[config.mk]
export PLATFORM = sky130hd
export DESIGN_NAME = compute_plain_broadcast_seq
export DESIGN_NICKNAME = d
export VERILOG_FILES = /design/src/rtl/compute_plain_broadcast_seq.sv
export SDC_FILE = /design/constraint.sdc
export NUM_CORES = 2
export LEC_CHECK = 0
export BUFFER_PORTS_ARGS = -buffer_cell sky130_fd_sc_hd__clkbuf_2
export CAP_MARGIN = 20
export CORE_AREA = 2 2 486 488
export CTS_BUF_LIST = sky130_fd_sc_hd__clkbuf_8
export DETAILED_ROUTE_END_ITERATION = 8
export DIE_AREA = 0 0 488 490
export GPL_TIMING_DRIVEN = 0
export PLACE_DENSITY = 0.4
export REMOVE_ABC_BUFFERS = 1
export SLEW_MARGIN = 30
export SYNTH_ARGS = -nofsm -noshare
export SYNTH_HDL_FRONTEND = slang
export SYNTH_SLANG_ARGS = --single-unit
[constraint.sdc]
create_clock -name i_clk -period 4.3 [get_ports i_clk]
set_clock_uncertainty 0.15 [all_clocks]
set_input_delay 1.075 -clock i_clk [delete_from_list [all_inputs] [get_ports i_clk]]
set_output_delay 1.075 -clock i_clk [all_outputs]
set_load 0.03 [all_outputs]
[src/rtl/compute_plain_broadcast_seq.sv]
// Plain-broadcast sequencer: drives shared evaluator, multiplier and T-lane adder
// to build alpha = a + sum(eps*Q_d(r)) and beta = b + sum(S_d(r)) over active splits.
module compute_plain_broadcast_seq #(
  parameter int T       = 3,
  parameter int D_SPLIT = 2,
  parameter int SPLIT_W = $clog2(D_SPLIT + 1),
  parameter int DSEL_W  = (D_SPLIT > 1) ? $clog2(D_SPLIT) : 1
) (
  input  logic                      i_clk,
  input  logic                      i_rst,
  input  logic                      i_start,
  input  logic [SPLIT_W-1:0]        i_n_split,
  input  logic [32*T-1:0]           i_r,
  input  logic [32*T*D_SPLIT-1:0]   i_eps,
  input  logic [32*T-1:0]           i_a,
  input  logic [32*T-1:0]           i_b,
  output logic                      o_eval_start,
  output logic                      o_eval_sel,
  output logic [DSEL_W-1:0]         o_eval_split,
  output logic [32*T-1:0]           o_eval_r,
  input  logic [32*T-1:0]           i_eval_out,
  input  logic                      i_eval_done,
  output logic                      o_mul_start,
  output logic [31:0]               o_mul_x,
  output logic [31:0]               o_mul_y,
  input  logic [31:0]               i_mul_o,
  input  logic                      i_mul_done,
  output logic                      o_add_start,
  output logic [32*T-1:0]           o_add_in_1,
  output logic [32*T-1:0]           o_add_in_2,
  input  logic [32*T-1:0]           i_add_out,
  input  logic                      i_add_done,
  output logic [32*T-1:0]           o_alpha,
  output logic [32*T-1:0]           o_beta,
  output logic                      o_busy,
  output logic                      o_done
);

  localparam int JW = (T > 1) ? $clog2(T) : 1;

  typedef logic [T-1:0][31:0] lanes_t;

  typedef enum logic [3:0] {
    IDLE, EVAL_Q, WAIT_Q, MUL, WAIT_MUL, ADD_A, WAIT_ADD_A,
    EVAL_S, WAIT_S, ADD_B, WAIT_ADD_B, NEXT, FIN
  } state_t;

  state_t                        state;
  logic [SPLIT_W-1:0]            n_q;
  logic [DSEL_W-1:0]             d_q;
  logic [JW-1:0]                 j_q;
  logic [D_SPLIT-1:0][T-1:0][31:0] eps_q;
  lanes_t                        qv_q, prod_q, alpha_acc, beta_acc;

  lanes_t             ev_lanes, add_lanes, eps_cur, prod_fwd;
  logic [SPLIT_W-1:0] n_in;
  logic [DSEL_W-1:0]  d_nx;
  logic [JW-1:0]      j_nx;
  logic               last_split;

  assign ev_lanes   = i_eval_out;
  assign add_lanes  = i_add_out;
  assign eps_cur    = eps_q[d_q];
  assign n_in       = (i_n_split > SPLIT_W'(D_SPLIT)) ? SPLIT_W'(D_SPLIT) : i_n_split;
  assign d_nx       = d_q + DSEL_W'(1);
  assign j_nx       = j_q + JW'(1);
  assign last_split = (SPLIT_W'(d_q) + SPLIT_W'(1)) == n_q;

  // The last product bypasses prod_q so the adder can start in the same edge it lands.
  for (genvar g = 0; g < T; g++) begin : g_lane
    assign prod_fwd[g] = (j_q == JW'(g)) ? i_mul_o : prod_q[g];
  end

  always_ff @(posedge i_clk) begin
    if (i_rst) begin
      state        <= IDLE;
      n_q          <= '0;
      d_q          <= '0;
      j_q          <= '0;
      eps_q        <= '0;
      qv_q         <= '0;
      prod_q       <= '0;
      alpha_acc    <= '0;
      beta_acc     <= '0;
      o_eval_start <= 1'b0;
      o_eval_sel   <= 1'b0;
      o_eval_split <= '0;
      o_eval_r     <= '0;
      o_mul_start  <= 1'b0;
      o_mul_x      <= '0;
      o_mul_y      <= '0;
      o_add_start  <= 1'b0;
      o_add_in_1   <= '0;
      o_add_in_2   <= '0;
      o_alpha      <= '0;
      o_beta       <= '0;
      o_busy       <= 1'b0;
      o_done       <= 1'b0;
    end else begin
      o_eval_start <= 1'b0;
      o_mul_start  <= 1'b0;
      o_add_start  <= 1'b0;
      o_done       <= 1'b0;
      // Start pulses are raised on entry to their state; operands stay put until the next issue.
      case (state)
        IDLE: if (i_start) begin
          n_q       <= n_in;
          eps_q     <= i_eps;
          o_eval_r  <= i_r;
          alpha_acc <= i_a;
          beta_acc  <= i_b;
          d_q       <= '0;
          o_busy    <= 1'b1;
          if (n_in == '0) state <= FIN;
          else begin
            o_eval_start <= 1'b1;
            o_eval_sel   <= 1'b0;
            o_eval_split <= '0;
            state        <= EVAL_Q;
          end
        end
        EVAL_Q: state <= WAIT_Q;
        WAIT_Q: if (i_eval_done) begin
          qv_q        <= ev_lanes;
          j_q         <= '0;
          o_mul_x     <= eps_cur[0];
          o_mul_y     <= ev_lanes[0];
          o_mul_start <= 1'b1;
          state       <= MUL;
        end
        MUL: state <= WAIT_MUL;
        WAIT_MUL: if (i_mul_done) begin
          prod_q <= prod_fwd;
          if (j_q == JW'(T-1)) begin
            o_add_in_1  <= alpha_acc;
            o_add_in_2  <= prod_fwd;
            o_add_start <= 1'b1;
            state       <= ADD_A;
          end else begin
            j_q         <= j_nx;
            o_mul_x     <= eps_cur[j_nx];
            o_mul_y     <= qv_q[j_nx];
            o_mul_start <= 1'b1;
            state       <= MUL;
          end
        end
        ADD_A: state <= WAIT_ADD_A;
        WAIT_ADD_A: if (i_add_done) begin
          alpha_acc    <= add_lanes;
          o_eval_sel   <= 1'b1;
          o_eval_start <= 1'b1;
          state        <= EVAL_S;
        end
        EVAL_S: state <= WAIT_S;
        WAIT_S: if (i_eval_done) begin
          o_add_in_1  <= beta_acc;
          o_add_in_2  <= i_eval_out;
          o_add_start <= 1'b1;
          state       <= ADD_B;
        end
        ADD_B: state <= WAIT_ADD_B;
        WAIT_ADD_B: if (i_add_done) begin
          beta_acc <= add_lanes;
          state    <= NEXT;
        end
        NEXT: if (last_split) state <= FIN;
        else begin
          d_q          <= d_nx;
          o_eval_split <= d_nx;
          o_eval_sel   <= 1'b0;
          o_eval_start <= 1'b1;
          state        <= EVAL_Q;
        end
        FIN: begin
          o_alpha <= alpha_acc;
          o_beta  <= beta_acc;
          o_done  <= 1'b1;
          o_busy  <= 1'b0;
          state   <= IDLE;
        end
        default: state <= IDLE;
      endcase
    end
  end

endmodule
; ---- After elaboration in Yosys (flattened, before gate mapping)
; Cells that the tools add are included.
[totals]
elab_cells = 158
output_inout_bits = 551
inputBits = 712
reg_bits = 1136
[classes]
eq_ne = 25
n_reduce_logical = 22
magnitude_cmp = 3
mux = 69
n_addsub = 3
[ops]
columns = operator, n
row1 = $mux W96, 11
row2 = $pmux W96 S2, 4
row3 = $mux W32, 11
row4 = $bmux W32 S2, 2
row5 = $pmux W32 S2, 2
row6 = $pmux W4 S12, 1
row7 = $mux W4, 8
row8 = $eq A4 B4 Y1 const B, 5
row9 = $ne A2 B2 Y1 const B, 10
row10 = $mux W1, 17
row11 = $eq A4 B3 Y1 const B, 4
row12 = $reduce_and A4 Y1, 3
row13 = $reduce_bool A2 Y1, 6
row14 = $pmux W1 S2, 5
row15 = $reduce_and A3 Y1, 3
row16 = $eq A4 B2 Y1 const B, 2
row17 = $mux W2, 4
row18 = $reduce_and A2 Y1, 4
row19 = $pmux W1 S3, 2
row20 = $reduce_and A6 Y1, 1
row21 = $reduce_and A5 Y1, 1
row22 = $eq A4 B1 Y1 const B, 1
row23 = $logic_not A2 Y1, 2
row24 = $logic_not A4 Y1, 1
row25 = 12 further kinds, 12

; ---- Longest topological paths before layout
[depth]
ltp_word = 7
ltp_mapped = 11

; ---- Worst setup path before layout
; Ideal clock, no wire load.
[synth_path]
kind = register to register
from = reg j_q[0]
to = reg o_mul_y[0]
arrival_ps = 2751
t_required_ps = 4018
setup_ps = 132
stages_incl_launch_ff = 11
slack_ps = 1267
n_path_buf = 4
path_cell_list = dfxtp_1 clkbuf_1 buf_1 inv_1 ha_1 clkbuf_1 clkbuf_1 mux2_2 a221o_1 o211ai_1 a21oi_1
[synth_between]
elab_chain_len = 6
word_cells_on_any_way = 9
classes_between = add/sub (1) / eq/ne (2) / mux (5) / reduce/logical (1)
[synth_rtl]
columns = item, line_no
row1 = "start, declared", 51  ; logic [JW-1:0] j_q;
row2 = "start signal, assigned", 140  ; j_q <= j_nx;
row3 = $add A2 B1 Y2, 66  ; assign j_nx = j_q + JW'(1);
row4 = $bmux W32 S2, 142  ; o_mul_y <= qv_q[j_nx];
row5 = $mux W32 (implied by the code), 142
row6 = $mux W32, 134  ; if (j_q == JW'(T-1)) begin
row7 = $mux W32, 132  ; WAIT_MUL: if (i_mul_done) begin
row8 = $pmux W32 S2, 105  ; case (state)
row9 = "end signal, assigned", 127  ; o_mul_y <= ev_lanes[0];
row10 = "end signal, assigned", 142
row11 = "end, declared", 25  ; output logic [31:0] o_mul_y,
; Parallel ways exist; a longest one is shown, timed or not. The select of a mux whose other input is x is not followed.
; A chain may end at the register's enable or synchronous reset.

; ---- Worst setup path in the final report
[layout_path]
from = reg state[2]
to = reg o_add_in_2[11]
[layout_between]
elab_chain_len = 3
word_cells_on_any_way = 8
classes_between = eq/ne (5) / mux (1) / reduce/logical (2)
[layout_rtl]
columns = item, line_no
row1 = "start, declared", 48  ; state_t state;
row2 = "start signal, assigned", 76  ; state <= IDLE;
row3 = "start signal, assigned", 114  ; if (n_in == '0) state <= FIN;
row4 = "start signal, assigned", 119  ; state <= EVAL_Q;
row5 = $eq A4 B3 Y1 or $eq A4 B4 Y1 (tied branches), 105
row6 = $ne A2 B2 Y1 (no line) or $reduce_bool A2 Y1 (tied branches), --
row7 = $reduce_and A4 Y1 (no line), --
row8 = "end signal, assigned", 136  ; o_add_in_2 <= prod_fwd;
row9 = "end signal, assigned", 157  ; o_add_in_2 <= i_eval_out;
row10 = "end, declared", 30  ; output logic [32*T-1:0] o_add_in_2,
; Parallel ways exist; a longest one is shown, timed or not.

==> results.tsv <==
metric	value	unit
HP Start	i_eps[70]	
num rows	178	
crit end category	flop	
Critical Path RT	5010	ps
number of synthesized register bits	1136	
Max Root-Sink Buffers	3	
final setup margin	382	ps
EDFF count, synth	0	
CP max stage delay	750	ps
port buffer count	1262	
Area Overhead vs Synth	39.6	%
critical path class	reg2reg	
reg2reg setup slack	380	ps
worst flop-to-flop path endpoint	o_add_in_2[11]	
pin count of the biggest net entering global routing	97	
core area	234000	um^2
worst slew pin tran	840	ps
maximum vdd ir drop	289	uV
Routed Antenna Nets	0	
first-pass GRT wire length	328000	um
Die Wd	488	um
Total GRT Usage	18.7	%
Critical-path top delay cell	or4b_4	
vias in the first global route	43500	
critical path launch point type	flop	
leading cell type by number of instances after synthesis	nand2_1	
Max-cap violations	0	
max-slew violations	0	
DIE AREA	239000	um^2
Most flops, register	eps_q	
fmax	255	MHz
Mapped Area	45100	um^2
# DRC	0	
H-tree depth	4	
unrepaired setup endpoints after global routing	false	
Rel. slew slack	44.0	%
Async S/R FF share, synth	0	%
CTS tree	done	
final count of negative-setup-slack endpoints	0	
Area contributors post-synth	dfxtp_1, nand2_1, a21oi_1, a22o_1, mux2i_1	
worst-path maximum fanout	23	
type of the worst min-delay path	in2reg	
Synth top area share	50.4	%
WHS Endpoint	eps_q[70]	
Chip Height	490	um
clock latency on the worst-skew pair	1010	ps
CTS root buf	clkbuf_8	
status	complete, no violations	
RR Startpoint	state[2]	
Cell Pwr Density	591	nW/um^2
final worst path period need	3920	ps
fin util	26.9	%
Avg Inst Size Synth	8.66	um^2
routed via count	44900	
Final GP Congestion	0.867	
max reg flops	192	
fraction of layout cells with a size suffix above 1	28.1	%
sequential area share after synthesis	50.4	%
Worst Hold Path Cells	3	
final hold vios	0	
period utilisation layout	91.1	%
Layout Nets	7202	
CP cell instances	or4b_4 -> buf_12 -> nor4_4 -> buf_6 -> buf_4 -> buf_4 -> buf_4 -> buf_6 -> buf_4 -> o221ai_1 -> a21oi_1	
cell mode on critical path	buf_4	
CTS Sinks	1136	
GR Overflow Total	0	
final hold slack	167	ps
Worst R2R Path Depth	11	
Syn Inst Count	5207	
Ys Warns	0	
DP HPWL	176000	um
largest area contributor in the netlist	dfxtp_1	
iteration count of the initial detailed-routing pass	7	
DRT Wirelength	235000	um
Worst Path Buf+Inv	7	
routed len/inst	23.9	um
Synth Flop Type	dfxtp_1	
Num CTS Buffers	218	
crit path DAT	4620	ps
Place WS	23.3	ps
DR vias/cell	4.56	
Reg clk slew, reported paths	60	ps
top cells by count, synth	nand2_1, dfxtp_1, a21oi_1	
Starting Density	19.3	%
initial antenna violation count	63	
Pleak	26.3	nW
CP delay by family, top	buffers and inverters	
drt initial violations	2954	
Netlist cell types	54	
# IOs	1263	
layout make-up:
type                       count  area [um^2]
antenna                       31         77.6
sequential                  1136        22700
clock inverter               121          921
fill                       25500       171000
timing repair buffer        1585        11100
multi-input combinational   3537        20400
inverter                       8         30.0
clock buffer                 270         3720
tap                         3150         3940
cell families after synthesis:
family / share of synthesized area, %
buffers and inverters: 4.79
AOI/OAI and AO/OA: 23.3
DFF: 50.4
adders and majority gates: 0.111
and+or+nand+nor: 16.2
muxes: 5.20
layer usage:
metal	wire length [um]	vias up	share of wire (%)	track usage (%)
li1	-	21300	-	-
met5	325	-	0.14	0
met3	18400	380	7.8	5.57
met1	94900	21600	40	22.3
met2	113000	1571	48	31.4
met4	8190	50	3.5	7.20
timing repair:
action / CTS / global route
endpoints found under the hold margin: 95 / 0
setup endpoints to repair: 0 / 19
hold buffers: 95 / 0
resized for setup: 0 / 1
setup buffers: 0 / 0
report_power, final:
part | leakage [nW] | total (mW) | switching, mW | internal, mW
combinational | 14.3 | 11.6 | 7.36 | 4.22
sequential | 9.25 | 14.1 | 1.57 | 12.5
clock | 2.66 | 11.5 | 5.32 | 6.19
per-stage QoR:
stage                     instance area [um^2]  power, mW  cells  setup TNS (ps)
after floorplan                          43000       19.9   4681        -7751450
after CTS                                62900       37.8   9807               0
after detailed placement                 57300       26.0   9321               0
after global routing                     62900       39.3   9827               0
final                                    63000       37.2   9838               0
after global placement                   53200       23.5   9093               -
worst max-delay path by stage:
stage,start,end,slack (ps),cells after the start
4_1_cts,state[1],beta_acc[36],20,12
3_3_place_gp,i_rst,o_done,-112620,2
6_report,state[2],o_add_in_2[11],380,11
5_1_grt,state[3],beta_acc[93],170,12
2_1_floorplan,state[3],o_add_in_1[0],-11120,4
3_5_place_dp,state[1],beta_acc[36],20,12
layout by cell type (no fill, tap or decap), types with 4 or more instances in the layout:
cell type,synthesis,layout
a221oi_1,32,32
dfxtp_1,1136,1133
clkbuf_2,0,1261
nand3_1,99,99
a22oi_1,62,62
dlygate4sd3_1,0,95
a311oi_1,192,192
clkinvlp_4,0,4
mux2i_1,196,196
diode_2,0,31
o21ai_0,4,4
inv_12,0,4
bufinv_16,0,8
or2_2,5,4
a221o_1,32,32
nand2_1,1290,1286
o21bai_1,31,31
o221ai_1,96,96
buf_2,117,20
nor2_4,0,6
nor3_1,101,100
a21oi_1,524,524
nor2_1,307,301
buf_16,0,73
nand2_4,0,4
buf_12,0,39
a211oi_1,194,194
clkinv_2,0,12
clkbuf_8,0,271
a22o_1,254,254
mux2_2,32,32
o211ai_1,34,34
clkinv_16,0,4
buf_4,2,55
buf_8,0,14
nand2b_1,6,6
buf_6,0,27
inv_1,8,90
worst register-to-register path, cell delays in order, from the launching register on:
cell and delay [ps]:
dfxtp_2 610, or4b_4 750, buf_12 300, nor4_4 420, buf_6 220, buf_4 220, buf_4 240, buf_4 230
buf_6 170, buf_4 200, o221ai_1 150, a21oi_1 160
Power figures use the tool's default switching activity.
